<file path="src/rtl/fifo_arb_pkg.sv">
// Shared types and width helpers for the FIFO write-port arbiter.
package fifo_arb_pkg;

   typedef enum logic [0:0] {
      IDLE  = 1'b0,
      BURST = 1'b1
   } arb_state_t;

   // Never returns 0, so a one-element range still yields a legal vector.
   function automatic int unsigned idx_width(input int unsigned n);
      return (n > 1) ? $clog2(n) : 1;
   endfunction

   localparam int unsigned DEF_NUM_REQ   = 4;
   localparam int unsigned DEF_BURST_LEN = 4;
   localparam int unsigned DEF_GRANT_W   = idx_width(DEF_NUM_REQ);
   localparam int unsigned DEF_BEAT_W    = idx_width(DEF_BURST_LEN + 1);

endpackage

</file>
<file path="src/rtl/fifo_wr_arbiter_rr_pick.sv">
// Round-robin picker: first asserted request at or above ptr, wrapping modulo N.
module rr_pick
   import fifo_arb_pkg::*;
#(
   parameter int unsigned N = 4,
   parameter int unsigned W = idx_width(N)
) (
   input  logic [N-1:0] req,
   input  logic [W-1:0] ptr,
   output logic [W-1:0] pick,
   output logic         any_valid
);

   logic [2*N-1:0] dbl;
   logic [N-1:0]   rot;
   logic [W-1:0]   off;
   logic [W:0]     sum;

   always_comb begin
      dbl = {req, req} >> ptr;
      rot = dbl[N-1:0];
      off = '0;
      // Scan downward so the lowest rotated index wins.
      for (int unsigned i = N; i > 0; i--) begin
         if (rot[i-1]) off = W'(i - 1);
      end
      sum = {1'b0, ptr} + {1'b0, off};
      if (sum >= (W+1)'(N)) sum = sum - (W+1)'(N);
      pick      = sum[W-1:0];
      any_valid = |req;
   end

endmodule

</file>
<file path="src/rtl/fifo_wr_arbiter.sv">
// Round-robin, burst-bounded arbiter sharing the async FIFO write port among NUM_REQ requesters.
module fifo_wr_arbiter
   import fifo_arb_pkg::*;
#(
   parameter int unsigned NUM_REQ    = 4,
   parameter int unsigned DATA_WIDTH = 8,
   parameter int unsigned BURST_LEN  = 4
) (
   input  logic                            clk,
   input  logic                            rst,
   input  logic [NUM_REQ-1:0]              req_valid,
   input  logic [NUM_REQ*DATA_WIDTH-1:0]   req_data,
   output logic [NUM_REQ-1:0]              req_ready,
   input  logic                            fifo_full,
   output logic                            fifo_wr_en,
   output logic [DATA_WIDTH-1:0]           fifo_din,
   output logic [$clog2(NUM_REQ)-1:0]      grant_id,
   output logic                            grant_active
);

   localparam int unsigned GRANT_W = idx_width(NUM_REQ);
   localparam int unsigned BEAT_W  = idx_width(BURST_LEN + 1);
   localparam logic [BEAT_W-1:0]  LAST_BEAT = BEAT_W'(BURST_LEN - 1);
   localparam logic [GRANT_W-1:0] LAST_REQ  = GRANT_W'(NUM_REQ - 1);

   arb_state_t          state_q, state_d;
   logic [GRANT_W-1:0]  grant_q, grant_d;
   logic [GRANT_W-1:0]  rr_ptr_q, rr_ptr_d;
   logic [BEAT_W-1:0]   beat_cnt_q, beat_cnt_d;
   logic [GRANT_W-1:0]  pick;
   logic [GRANT_W-1:0]  next_ptr;
   logic                any_valid;

   rr_pick #(
      .N (NUM_REQ),
      .W (GRANT_W)
   ) u_rr_pick (
      .req       (req_valid),
      .ptr       (rr_ptr_q),
      .pick      (pick),
      .any_valid (any_valid)
   );

   always_ff @(posedge clk or posedge rst) begin
      if (rst) begin
         state_q    <= IDLE;
         grant_q    <= '0;
         rr_ptr_q   <= '0;
         beat_cnt_q <= '0;
      end else begin
         state_q    <= state_d;
         grant_q    <= grant_d;
         rr_ptr_q   <= rr_ptr_d;
         beat_cnt_q <= beat_cnt_d;
      end
   end

   always_comb begin
      state_d    = state_q;
      grant_d    = grant_q;
      rr_ptr_d   = rr_ptr_q;
      beat_cnt_d = beat_cnt_q;
      req_ready  = '0;
      fifo_wr_en = 1'b0;
      fifo_din   = '0;
      next_ptr   = (grant_q == LAST_REQ) ? '0 : grant_q + GRANT_W'(1);

      case (state_q)
         IDLE: begin
            if (any_valid) begin
               grant_d    = pick;
               beat_cnt_d = '0;
               state_d    = BURST;
            end
         end
         BURST: begin
            req_ready[grant_q] = !fifo_full;
            // A dropped valid releases the grant; a full FIFO alone only stalls it.
            if (!req_valid[grant_q]) begin
               state_d  = IDLE;
               rr_ptr_d = next_ptr;
            end else if (!fifo_full) begin
               fifo_wr_en = 1'b1;
               fifo_din   = req_data[grant_q*DATA_WIDTH +: DATA_WIDTH];
               if (beat_cnt_q == LAST_BEAT) begin
                  state_d  = IDLE;
                  rr_ptr_d = next_ptr;
               end else begin
                  beat_cnt_d = beat_cnt_q + BEAT_W'(1);
               end
            end
         end
         default: state_d = IDLE;
      endcase
   end

   assign grant_id     = grant_q;
   assign grant_active = (state_q == BURST);

endmodule

</file>
<file path="config.mk">
export PLATFORM = sky130hd
export DESIGN_NAME = fifo_wr_arbiter
export DESIGN_NICKNAME = d
export VERILOG_FILES = /design/src/rtl/fifo_arb_pkg.sv /design/src/rtl/fifo_wr_arbiter_rr_pick.sv /design/src/rtl/fifo_wr_arbiter.sv
export SDC_FILE = /design/constraint.sdc
export NUM_CORES = 1
export LEC_CHECK = 0
export CAP_MARGIN = 10
export CORE_MARGIN = 5
export CORE_UTILIZATION = 35
export CTS_CLUSTER_DIAMETER = 120
export DETAILED_ROUTE_END_ITERATION = 10
export PLACE_DENSITY = 0.84
export SYNTH_ARGS = -nofsm -noshare
export SYNTH_HDL_FRONTEND = slang
export SYNTH_SLANG_ARGS = --single-unit
</file>
<file path="constraint.sdc">
create_clock -name clk -period 3.5 [get_ports clk]
set_input_delay 0.525 -clock clk [delete_from_list [all_inputs] [get_ports clk]]
set_output_delay 0.525 -clock clk [all_outputs]
set_load 0.02 [all_outputs]
</file>
==> results of run 1 <==
## stage by stage
step	power (mW)	cells
after floorplan	0.651	97
after global placement	0.840	178
after detailed placement	0.869	178
after CTS	0.945	181
after global routing	1.01	181
final	0.931	181
## layout make-up
class	instances	area [sq um]	share of cell area
clock buffers	3	22.5	0.0148
inverters	7	26.3	0.0172
multi-input cells	76	682	0.447
flip-flops and latches	8	200	0.131
well taps	31	38.8	0.0254
repair buffers	56	556	0.364
## cells by family (layout without fill, tap and decap cells)
kind of cell	Yosys count	after routing
multiplexers	13	13
buffers and inverters	13	66
AO/OA/AOI/OAI	14	14
adder cells (fa/ha/maj)	7	7
AND/OR/NAND/NOR	41	41
flip-flops	8	8
XOR/XNOR	1	1
## per-layer routing
metal | part of all wire | wire length (um)
met4 | 0.019 | 53
met5 | 0 | 0
met2 | 0.53 | 1500
met1 | 0.40 | 1120
met3 | 0.046 | 128
## flip-flops by register name, indices dropped and copies added (netlist names)
register      count
grant_active      1
beat_cnt_q        3
grant_id          2
rr_ptr_q          2
## cell usage in the layout, fill, tap and decap left out, types with 2 or more instances in the layout
master | netlist | routed
sky130_fd_sc_hd__inv_1 | 7 | 7
sky130_fd_sc_hd__o21ai_0 | 2 | 2
sky130_fd_sc_hd__mux2_2 | 2 | 2
sky130_fd_sc_hd__or3b_2 | 2 | 2
sky130_fd_sc_hd__nor2_1 | 4 | 4
sky130_fd_sc_hd__nor2b_1 | 3 | 3
sky130_fd_sc_hd__dfrtp_1 | 8 | 8
sky130_fd_sc_hd__mux2i_1 | 2 | 2
sky130_fd_sc_hd__clkdlybuf4s50_1 | 0 | 54
sky130_fd_sc_hd__nand2b_1 | 2 | 2
sky130_fd_sc_hd__clkbuf_4 | 0 | 3
sky130_fd_sc_hd__nand3b_1 | 2 | 2
sky130_fd_sc_hd__ha_1 | 7 | 7
sky130_fd_sc_hd__a21oi_1 | 4 | 4
sky130_fd_sc_hd__nand2_1 | 6 | 6
sky130_fd_sc_hd__mux4_2 | 9 | 9
sky130_fd_sc_hd__buf_4 | 1 | 2
sky130_fd_sc_hd__and3_1 | 8 | 8
sky130_fd_sc_hd__and2_1 | 4 | 4
## final timing paths
path	startpoint	to	cells past startpoint
max	req_valid[1]	fifo_din[4]	4
min	beat_cnt_q[0]	beat_cnt_q[0]	1
max reg2reg	rr_ptr_q[1]	grant_id[1]	8
min reg2reg	beat_cnt_q[0]	beat_cnt_q[0]	1
max in group asynchronous	rst	grant_active	2
min in group asynchronous	rst	grant_id[1]	2
## power groups by stage
stage | logic, mW | clock network [mW] | registers [mW]
after floorplan | 0.457 | 0 | 0.194
after global placement | 0.615 | 0 | 0.225
after detailed placement | 0.636 | 0 | 0.233
after CTS | 0.639 | 0.0742 | 0.232
after global routing | 0.689 | 0.0792 | 0.245
final | 0.628 | 0.0711 | 0.232
## worst max-delay path, stage by stage
cell and delay (ns):
sky130_fd_sc_hd__clkdlybuf4s50_1 0.56, sky130_fd_sc_hd__mux4_2 0.64, sky130_fd_sc_hd__and3_1 0.20, sky130_fd_sc_hd__clkdlybuf4s50_1 0.54
==> results.md, run 1 <==
- Gp weighted congestion: approximately 0.8
- Largest family of logic cells by synthesized area: simple AND/OR/NAND/NOR gates
- DIE HEIGHT: 62.1 um
- Post-synthesis mux area share: 0.258
- Post-detail-place hpwl: roughly 2400 um
- Critical path capture point type: output port
- Worst skew pair latency: about 0.26 ns
- Worst setup slack for register-to-register paths: 1.28 ns
- Switching power share of the total: 0.427
- Layout Skew: ~0.0062 ns
- Post-CTS setup repair buffer count: 0
- IR drop worst, VDD: around 0.43 mV
- Combinational group share of total power: 0.674
- Leading cell types by total area after synthesis: sky130_fd_sc_hd__mux4_2 21%, sky130_fd_sc_hd__dfrtp_1 21%, sky130_fd_sc_hd__ha_1 9.2%
- Largest fanout on the critical path: 11
- Relative slew slack: 0.629
- Die area: between 3000 and 4000 sq um
- # hold bufs at CTS: 0
- WHS: a little under 0.5 ns
- Global-route wire length before repair: about 4800 um
- Endpoints failing setup: 0
- Transition time of the tightest slew-check pin: 0.556 ns
- Startpoint class of the critical path: primary input
- Xor/xnor share of the synthesized area: 0.00921
- H-tree level count: 1
- Leading register cell type out of synthesis: sky130_fd_sc_hd__dfrtp_1
- Syn nets: approximately 140
- Antenna diodes: 0
- Setup tns final: 0 ns
- Count of unique library cells instantiated by Yosys: 39
- Initial DRT Pass Iterations: 4
- Syn avg cell area: 9.80 sq um
- Setup slack at placement: 0.507 ns
- Sequential share of power: 0.250
- Reg clk slew, reported paths: 0.05 ns
- Area growth syn-to-layout: 60.4%
- Number of ports placed on the die boundary: 55
- Via count of the first global-routing pass: between 900 and 1000
- Core occupancy in the finished layout: 0.568
- Final design instance area without fill: 1530 sq um
- Remaining antenna violation count: 0
- Basic-gate share of the synthesized area counting and, or, nand and nor cells: 0.264
- Time the worst path needs with I/O delays and setup: 3.00 ns
- Clk buf depth: 2
- DRC: 0
- Count of flip-flops with a built-in enable after synthesis: 0
- Share of the yosys chip area belonging to registers: 0.211
- Clock network power share: 0.076
- Mapped Cells: between 90 and 100
- Number of warnings reported in the yosys synthesis log: 0
- Outcome: completed
- FP Rows: 19
- Internal power: around 530 uW
- Final period utilization: 0.856
- Global-route total usage across every layer: 0.148
- Proportion of netlist area held by the largest area contributor: 0.213
- Share of final-layout standard cells stronger than drive strength 1: 0.153
- Path type of the worst setup path: in -> out
- Crit path arrival time: 2.47 ns
- Leakage power total: 0.633 nW
- Violation count after the first detailed-route iteration: 19
- Final WS setup: just over 0.5 ns
- Total via count in the routed design: 938
- Number of register bits inferred by synthesis: 8
- Power per Cell Area: 610 nW/um^2
- Met1 track demand over resource in global routing: 0.170
- Max-cap check violation count: 0
- Worst path required time: about 3.0 ns
- Setup repair after global routing missed its margin: no
- Clock tree from TritonCTS: done
- Cell at the root of the clock tree: sky130_fd_sc_hd__clkbuf_4
- Effective utilization at floorplan: 0.354
- Count of fill cells added during filler insertion: 235
- Max-slew violations: 0
- Antenna violations before repair: 0
- Met2 track demand over resource: 0.268
- Max Clock Freq: between 300 and 400 MHz
- Switching pwr: between 300 and 400 uW
- Post-synthesis compound-gate area fraction: 0.0934
- Nets: between 150 and 200
- CTS resizes: 0
- Port Buf Inserts: 54
- Core area: about 2700 sq um
- Classification of the worst-slack hold path: reg -> reg
- Largest net degree at the start of global routing: 15
- Average wire per standard cell: roughly 15 um
- # clock sinks: 8
- Ys async rst share: 1.00
- Adder-cell share of the synthesized area: 0.0921
- Most instantiated cells after synthesis: 9 x sky130_fd_sc_hd__mux4_2, 8 x sky130_fd_sc_hd__and3_1, 8 x sky130_fd_sc_hd__dfrtp_1
- Routed via count divided by cell count: roughly 5.2
- Cell type contributing the most total cell area after synthesis: sky130_fd_sc_hd__mux4_2
- Post-synthesis instance area: between 900 and 1000 sq um
- Most utilized layer in the global route result: met2
- Instance area after placement: around 1500 sq um
- Met3 GRT Util: 0.0378
- Hold Violations, Final: 0
- Die Wd: just over 60 um
- Overflow left after global routing: 0
- Most frequent cell after synthesis: sky130_fd_sc_hd__mux4_2
- Total Routed Length: about 2800 um
- Number of clock buffers inserted by TritonCTS: 3
(Power assumes the default switching activity.)
==> run 2: changes to the inputs <==
--- a/config.mk
+++ b/config.mk
@@ -8,7 +8,9 @@
 export CAP_MARGIN = 10
+export CELL_PAD_IN_SITES_DETAIL_PLACEMENT = 1
+export CELL_PAD_IN_SITES_GLOBAL_PLACEMENT = 1
 export CORE_MARGIN = 5
-export CORE_UTILIZATION = 35
+export CORE_UTILIZATION = 29
 export CTS_CLUSTER_DIAMETER = 120
 export DETAILED_ROUTE_END_ITERATION = 10
-export PLACE_DENSITY = 0.84
+export PLACE_DENSITY = 0.94
 export SYNTH_ARGS = -nofsm -noshare
--- a/constraint.sdc
+++ b/constraint.sdc
@@ -3,2 +3,2 @@
 set_output_delay 0.525 -clock clk [all_outputs]
-set_load 0.02 [all_outputs]
+set_load 0.1 [all_outputs]
==> results.md, run 2 (synthesized netlist as in run 1, its figures left out) <==
- Worst r2r src: rr_ptr_q[1]
- Post-detail-place hpwl: 3310 um (+37%)
- Register ranked first by flip-flop count: beat_cnt_q
- Area growth syn-to-layout: 68.7%
- Footprint of the multi-input gates: 682 sq um (unchanged)
- Max-cap check violation count: 0 (unchanged)
- Total Routed Length: 3760 um (+34%)
- Global-route total usage across every layer: 0.185 (+0.0373)
- Setup repair after global routing missed its margin: no
- Overflow left after global routing: 0 (unchanged)
- Number of clock buffers inserted by TritonCTS: 3 (unchanged)
- Transition time of the tightest slew-check pin: 0.969 ns (+0.413 ns)
- Final WS setup: 0.827 ns (+0.323 ns)
- Reg area: 200 sq um (unchanged)
- Final design instance area without fill: 1600 sq um (+5.2%)
- Instance area after placement: 1580 sq um (+5.2%)
- Count of fill cells added during filler insertion: 378 (+61%)
- # hold bufs at CTS: 0 (unchanged)
- H-tree level count: 1 (unchanged)
- Total via count in the routed design: 986 (+5.1%)
- Die area: 4520 sq um (+17%)
- FP Rows: 20 (+1)
- Startpoint class of the critical path: primary input
- Worst Hold End: beat_cnt_q[0]
- Hold Violations, Final: 0 (unchanged)
- # clock sinks: 8 (unchanged)
- Share of final-layout standard cells stronger than drive strength 1: 0.253 (+0.100)
- Remaining antenna violation count: 0 (unchanged)
- Number of flip-flops under the largest register name: 3 (unchanged)
- Outcome: completed
- Worst path buffer plus inverter count: 2 (unchanged)
- Hold Crit Start: beat_cnt_q[0]
- Leading cell types in the layout, fill and taps excluded: 39 x sky130_fd_sc_hd__clkdlybuf4s50_1, 9 x sky130_fd_sc_hd__mux4_2, 9 x sky130_fd_sc_hd__buf_4
- Antenna diodes: 0 (unchanged)
- Power per Cell Area: 828 nW/um^2 (+36%)
- Crit path arrival time: 2.15 ns (-0.32 ns)
- DIE HEIGHT: 67.3 um (+8.3%)
- Worst setup slack for register-to-register paths: 1.28 ns (about the same)
- Standard cell with the maximum stage delay on the critical path: sky130_fd_sc_hd__mux4_2
- Destination of the worst register-to-register timing path: grant_id[1]
- Global-route wire length before repair: 6000 um (+26%)
- Number of ports placed on the die boundary: 55 (unchanged)
- Effective utilization at floorplan: 0.306 (-0.0475)
- Antenna violations before repair: 0 (unchanged)
- Clk buf depth: 2 (unchanged)
- Core area: 3100 sq um (+16%)
- Critical Path Stages: 4 (unchanged)
- Initial DRT Pass Iterations: 4 (unchanged)
- Relative slew slack: 0.352 (-0.277)
- Setup slack at placement: 0.608 ns (+0.102 ns)
- Via count of the first global-routing pass: 1137 (+17%)
- Die Wd: 67.3 um (+8.3%)
- Layout Skew: 0.00273 ns (-0.00349 ns)
- Worst skew pair latency: 0.25 ns (about the same)
- Port Buf Inserts: 54 (unchanged)
- Nets: 198 (unchanged)
- Setup tns final: 0 ns (unchanged)
- Worst path required time: 2.97 ns (about the same)
- Gp weighted congestion: 0.786 (+0.42%)
- Family of cells with the greatest summed delay on the critical path: buffers and inverters
- Time the worst path needs with I/O delays and setup: 2.67 ns (-0.323 ns)
- Critical path capture point type: output port
- Average wire per standard cell: 19.4 um (+25%)
- List of cells traversed by the critical path: clkdlybuf4s50_1 -> mux4_2 -> and3_1 -> buf_12
- Max-slew violations: 0 (unchanged)
- Instance count along the most critical hold path: 1 (unchanged)
- Largest net degree at the start of global routing: 15 (unchanged)
- Violation count after the first detailed-route iteration: 32 (+13)
- Largest incremental delay on the critical path: 0.67 ns (+0.03 ns)
- CTS resizes: 0 (unchanged)
- Most common cell after layout, fill and taps aside: sky130_fd_sc_hd__clkdlybuf4s50_1
- Final period utilization: 0.764 (-0.0924)
- Classification of the worst-slack hold path: reg -> reg
- Worst-case reg-to-reg path depth: 8 (unchanged)
- Leakage power total: 0.682 nW (+7.9%)
- IR drop worst, VDD: 0.342 mV (-21%)
- Routed via count divided by cell count: 5.08 (-1.9%)
- Path type of the worst setup path: in -> out
- Post-CTS setup repair buffer count: 0 (unchanged)
- Largest fanout on the critical path: 11 (unchanged)
- Max Clock Freq: 374 MHz (+12%)
- Endpoints failing setup: 0 (unchanged)
- Reg clk slew, reported paths: 0.05 ns (about the same)
- Cell at the root of the clock tree: sky130_fd_sc_hd__clkbuf_4
- Clock tree from TritonCTS: done
- DRC: 0 (unchanged)
## run 2: cell type report
type | count | share of cell area
Tap cell | 44 | 0.0343
Clock buffer | 3 | 0.0140
Sequential cell | 8 | 0.125
Multi-Input combinational cell | 76 | 0.425
Timing Repair Buffer | 56 | 0.385
Inverter | 7 | 0.0164
## run 2: routing by layer
| metal | GRT usage | vias to the layer above | wire length (um) |
|---|---|---|---|
| met5 | 0 | - | 0 |
| met4 | 0.0684 | 0 | 115 |
| met3 | 0.0316 | 10 | 125 |
| met2 | 0.389 | 24 | 2280 |
| met1 | 0.171 | 488 | 1240 |
| li1 | - | 464 | - |
## run 2: worst max-delay path by stage
stage	from	to
final	req_valid[2]	fifo_din[6]
after global routing	req_valid[1]	grant_id[1]
after CTS	req_valid[2]	fifo_din[6]
after detailed placement	req_valid[1]	grant_id[1]
after global placement	req_valid[1]	grant_id[1]
after floorplan	grant_id[0]	fifo_din[0]
## run 2: metrics by stage
stage               hold WS (ns)  total power, mW  std cells   util
CTS                        0.491             1.34        194  0.517
floorplan                  0.341            0.968         97      -
global route               0.513             1.41        194  0.517
detailed placement         0.485             1.27        191  0.510
finish                     0.491             1.33        194  0.517
global placement           0.479             1.22        191  0.510
## run 2: where the power goes
group	switching, mW	internal (mW)
combinational	0.626	0.399
clock	0.0297	0.0391
sequential	0.101	0.133
## run 2: worst reg2reg max path, cell delays in order, from the launching register on
cell and delay [ns]:
sky130_fd_sc_hd__dfrtp_1 0.50, sky130_fd_sc_hd__or2b_1 0.28, sky130_fd_sc_hd__a21oi_1 0.14, sky130_fd_sc_hd__o211ai_1 0.10, sky130_fd_sc_hd__o21a_1 0.13, sky130_fd_sc_hd__ha_1 0.18
sky130_fd_sc_hd__xnor2_1 0.13, sky130_fd_sc_hd__or4_1 0.52, sky130_fd_sc_hd__a31oi_1 0.16
